### src/rtl/gen_clk_div_pkg.sv
// Shared definitions for the power-of-two clock divider: FSM state type
// and the legal ranges of the divider parameters.
// Latency: n/a (types and constants only). Backpressure: n/a.
package gen_clk_div_pkg;

  // Divider control states; 2-bit encoding, value 3 unused.
  typedef enum logic [1:0] {
    IDLE  = 2'd0,
    RUN   = 2'd1,
    DRAIN = 2'd2
  } state_t;

  localparam int BASE_LOG2_MIN = 1;
  localparam int BASE_LOG2_MAX = 8;
  localparam int NUM_OUT_MIN   = 1;
  localparam int NUM_OUT_MAX   = 8;

endpackage

### src/rtl/gen_clk_div.sv
// Phase-aligned power-of-two clock divider: output i = clk_8f / 2^(BASE_LOG2+i),
// started/stopped cleanly (no runt phases), with rise strobes and a lock flag.
// Latency: every output is a flop; strobes coincide with their clock's rising edge.
// Backpressure: none; enable low lets the counter drain to zero before idling.
//
// Ports:
//   clk_8f   - source clock, all logic on its rising edge
//   reset    - asynchronous active-high reset
//   enable   - request divided clocks to run
//   sync_clr - synchronous phase realignment (counter back to zero)
//   clk_div  - divided clocks, bit i half the frequency of bit i-1
//   rise_stb - one-cycle strobe per output, high while clk_div[i] has just risen
//   active   - high in RUN or DRAIN
//   locked   - high once the slowest output has risen since leaving IDLE
module gen_clk_div
  import gen_clk_div_pkg::*;
#(
  parameter int BASE_LOG2 = 2,
  parameter int NUM_OUT   = 2
) (
  input  logic               clk_8f,
  input  logic               reset,
  input  logic               enable,
  input  logic               sync_clr,
  output logic [NUM_OUT-1:0] clk_div,
  output logic [NUM_OUT-1:0] rise_stb,
  output logic               active,
  output logic               locked
);

  localparam int CW = BASE_LOG2 + NUM_OUT - 1;

  if (BASE_LOG2 < BASE_LOG2_MIN || BASE_LOG2 > BASE_LOG2_MAX) begin : g_bad_base_log2
    $error("gen_clk_div: BASE_LOG2 out of range");
  end
  if (NUM_OUT < NUM_OUT_MIN || NUM_OUT > NUM_OUT_MAX) begin : g_bad_num_out
    $error("gen_clk_div: NUM_OUT out of range");
  end

  state_t             state, state_n;
  logic [CW-1:0]      cnt, cnt_n, cnt_inc;
  logic               cnt_wrap;
  logic [NUM_OUT-1:0] rise_n;
  logic               locked_n;

  always_comb begin
    cnt_inc  = cnt + CW'(1);
    cnt_wrap = (cnt_inc == '0);
    state_n  = state;
    cnt_n    = cnt;

    if (sync_clr) begin
      // Realign phase: a running divider keeps running from zero.
      cnt_n   = '0;
      state_n = (state == RUN) ? RUN : IDLE;
    end else begin
      unique case (state)
        IDLE: begin
          cnt_n = '0;
          if (enable) state_n = RUN;
        end
        RUN: begin
          if (enable) begin
            cnt_n = cnt_inc;
          end else if (cnt == '0) begin
            // Already at the common low point: stop without draining.
            state_n = IDLE;
            cnt_n   = '0;
          end else begin
            state_n = DRAIN;
            cnt_n   = cnt_inc;
          end
        end
        DRAIN: begin
          if (enable) begin
            state_n = RUN;
            cnt_n   = cnt_inc;
          end else if (cnt_wrap) begin
            // Every output has just completed its low phase together.
            state_n = IDLE;
            cnt_n   = '0;
          end else begin
            cnt_n = cnt_inc;
          end
        end
        default: begin
          state_n = IDLE;
          cnt_n   = '0;
        end
      endcase
    end

    // Strobe flags a 0->1 transition of each output bit into the next cycle.
    rise_n = cnt_n[CW-1 -: NUM_OUT] & ~cnt[CW-1 -: NUM_OUT];
    if (sync_clr || state_n == IDLE) rise_n = '0;

    if (sync_clr || state_n == IDLE) begin
      locked_n = 1'b0;
    end else if (rise_n[NUM_OUT-1]) begin
      locked_n = 1'b1;
    end else begin
      locked_n = locked;
    end
  end

  // Counter, FSM state, strobes and lock share one register process.
  always_ff @(posedge clk_8f or posedge reset) begin
    if (reset) begin
      state    <= IDLE;
      cnt      <= '0;
      rise_stb <= '0;
      locked   <= 1'b0;
    end else begin
      state    <= state_n;
      cnt      <= cnt_n;
      rise_stb <= rise_n;
      locked   <= locked_n;
    end
  end

  assign clk_div = cnt[CW-1 -: NUM_OUT];
  assign active  = (state == RUN) || (state == DRAIN);

endmodule

### config.mk
export PLATFORM = sky130hd
export DESIGN_NAME = gen_clk_div
export DESIGN_NICKNAME = d
export VERILOG_FILES = /design/src/rtl/gen_clk_div_pkg.sv /design/src/rtl/gen_clk_div.sv
export SDC_FILE = /design/constraint.sdc
export NUM_CORES = 1
export LEC_CHECK = 0
export ABC_AREA = 1
export CORE_AREA = 5 5 42 44
export DETAILED_ROUTE_END_ITERATION = 10
export DIE_AREA = 0 0 47 49
export GPL_TIMING_DRIVEN = 0
export SYNTH_ARGS = -nofsm -noshare
export SYNTH_HDL_FRONTEND = slang
export SYNTH_SLANG_ARGS = --single-unit
### constraint.sdc
create_clock -name clk_8f -period 1.7 [get_ports clk_8f]
set_clock_uncertainty 0.2 [all_clocks]
set_input_delay 0.34 -clock clk_8f [delete_from_list [all_inputs] [get_ports clk_8f]]
set_output_delay 0.34 -clock clk_8f [all_outputs]
set_load 0.02 [all_outputs]
==> results.toml, run 1 <==
[yosys]
syn_avg_cell_area_um2 = 7.92
syn_inst = 67
synthesis.area_um2 = 531
yosysWarnings = 0
synth_seq_cells = 8
syn_nets = 78
ys_seq_area_share_pct = 37.7
synth_cell_types = 16

[cts]
insertion_delay_ns = 0.25
clock_sinks = 8
cts_buffer_depth = 2
ctsHoldBuffers = 0
cts_root_buffer = "clkbuf_4"
cts-buffers-inserted = 3
cts_tree = "done"
path_clk_slew_ns = 0.06
ctsHtreeMaxLevel = 1

[power_and_ir_drop]
vdd_drop_max_mv = 0.440
power.total_w = 0.000638
clock_power_share_pct = 22.1
p_sw_w = 0.000237
combinationalPowerShare_pct = 43.9
intPower_w = 0.000402
leakagePower_nw = 0.407
p_per_area_nw_per_um2 = 866
p_seq_share_pct = 34.0
p_sw_share_pct = 37.1

[placement]
hpwl_um = 750
dpl_cell_area_um2 = 641
pre_cts_ws_ns = -0.237
gp_congestion = 0.776
io_buffers = 9

[cells_and_area]
final-seq-area_um2 = 200
final_nets = 96
drive_above_1_share_pct = 37.3
final_common_cell = "inv_1"
layout_common_cells = "inv_1 (13), nand2_1 (10), dfrtp_1 (8)"
fillers = 149
antenna_cells = 0
area_delta_synth_final_pct = 38.9
multi_input_area_um2 = 297
design_area_um2 = 737

[sta]
whs_ns = 0.129
fin_crit_ns = 1.63
max_clock_freq_ghz = 0.613
worstMarginPinSlew_ns = 0.306
setup_viol = 0
maxSlewHeadroom_pct = 79.6
slew_violations = 0
post-route-period-util_pct = 96.0
setup_slack_ns = 0.0687
hold_viol = 0

[route]
vias_per_cell = 4.55
wl_um = 1040
post-route-drc-count = 0
ant_nets = 0
drtPass1Iterations = 4
drt_iter0_drc = 6
wire_per_inst_um = 10.5
vias = 450

[worst_setup_path]
reg2reg_to = "locked"
critPathTopFamily = "simple AND/OR/NAND/NOR gates"
crit_fanout = 4
cpPeakStageDelay_ns = 0.41
end_kind = "flip-flop"
r2r_slack_ns = 0.07
required_ns = 1.64
path_class = "reg2reg"
worstPathCellList = "buf_4 -> ha_1 -> nand2_2 -> nand2_1 -> nand2_1 -> nand3_1 -> nand3_2 -> nand2_1 -> nand2_1 -> inv_1"
path_common_cell = "nand2_1"
cp_slowest_cell = "dfrtp_1"
r2r_cells = 10
arrival_ns = 1.57
path_buf_inv = 2
start_kind = "flip-flop"
rr_startpoint = "state[1]"
crit_start = "state[1]"

[flow_run]
cap_violations = 0

[global_routing]
antenna_found_initial = 0
gr-total-overflow = 0
first_global_vias = 414
grt_use_total_pct = 10.6
grt_max_degree = 9
grt_first_pass_wirelength_um = 1730

[run_status]
status = "finished, final reports clean"

[floorplan]
start_util_pct = 37.9
die_h_um = 49
core_area_um2 = 1400
rows = 14
die_width_um = 47
die_area_um2 = 2300
io_pins = 10

[min_path]
hold_path_class = "in2async"
## layer usage
metal  share of wire (%)  global-route usage (%)
met3                 6.7                    6.64
met5                   0                       0
met1                  44                    12.7
met2                  49                    15.6
met4                   0                    2.76
## timing repair
| item | 4_1_cts | 5_1_grt |
|---|---|---|
| resized for setup | 10 | 15 |
| buffers inserted | 1 | 3 |
| pin swaps | 1 | 7 |
| setup endpoints to repair | 8 | 5 |
## how the worst max path moves through the flow
| stage | to | slack (ns) | depth (start not counted) |
|---|---|---|---|
| final | locked | 0.07 | 10 |
| after floorplan | rise_stb[0] | 0.1 | 8 |
| after global routing | locked | -0.01 | 10 |
| after detailed placement | active | -0.24 | 3 |
| after CTS | active | -0.05 | 3 |
| after global placement | active | -0.23 | 3 |
## synthesized netlist by cell type
master | instances | area share, %
nand2_1 | 14 | 9.9
dfrtp_1 | 8 | 38
nand3_2 | 1 | 1.9
a31oi_1 | 1 | 1.2
inv_1 | 16 | 11
nor2_1 | 2 | 1.4
a21oi_2 | 1 | 1.7
nor2_4 | 1 | 2.1
ha_1 | 7 | 17
o21ai_0 | 1 | 0.94
nand2_2 | 3 | 3.5
nor3_1 | 1 | 0.94
inv_2 | 2 | 1.4
buf_4 | 2 | 2.8
nand3_1 | 6 | 5.7
a21oi_1 | 1 | 0.94
## layout make-up
type | count | area share, %
Sequential cell | 8 | 27.2
Timing Repair Buffer | 13 | 15.6
Clock buffer | 3 | 3.06
Buffer | 2 | 2.04
Tap cell | 16 | 2.72
Inverter | 18 | 9.17
Multi-Input combinational cell | 39 | 40.2
## per-stage QoR
stage	utilization, %	instances	setup TNS [ns]
finish	52.6	99	0
global route	52.6	99	-0.0190
CTS	47.4	96	-0.0488
detailed placement	45.7	92	-0.243
global placement	45.7	92	-0.246
floorplan	-	67	0
## registers in the layout, summed over array words and instances, names as in the netlist
register	flops
locked	1
cnt	3
state	2
rise_stb	2
## power groups by stage
stage / Clock (W) / Sequential, W / Combinational (W)
after floorplan: 0 / 0.000220 / 0.000154
after global placement: 0 / 0.000225 / 0.000202
after detailed placement: 0 / 0.000226 / 0.000202
after CTS: 0.000148 / 0.000215 / 0.000219
after global routing: 0.000168 / 0.000218 / 0.000320
final: 0.000141 / 0.000217 / 0.000280
## logic make-up (layout without fill, tap and decap cells)
logic type / Yosys count / count (layout) / synth area share (%)
adder cells (fa/ha/maj): 7 / 7 / 16.5
flip-flops: 8 / 8 / 37.7
buffers and inverters: 20 / 36 / 15.6
AO/OA/AOI/OAI: 4 / 4 / 4.72
AND/OR/NAND/NOR: 28 / 28 / 25.5
Note: power is estimated with default switching activity, not from simulation.
==> run 2: changes to the inputs <==
- GPL_ROUTABILITY_DRIVEN: default -> 1
==> results of run 2 <==
Final layout, timing and power as in run 1 (identical DEF).
==> run 3: changes to the inputs <==
- GPL_ROUTABILITY_DRIVEN: 1 -> 0
==> results of run 3 <==
Final layout, timing and power as in run 1 (identical DEF).
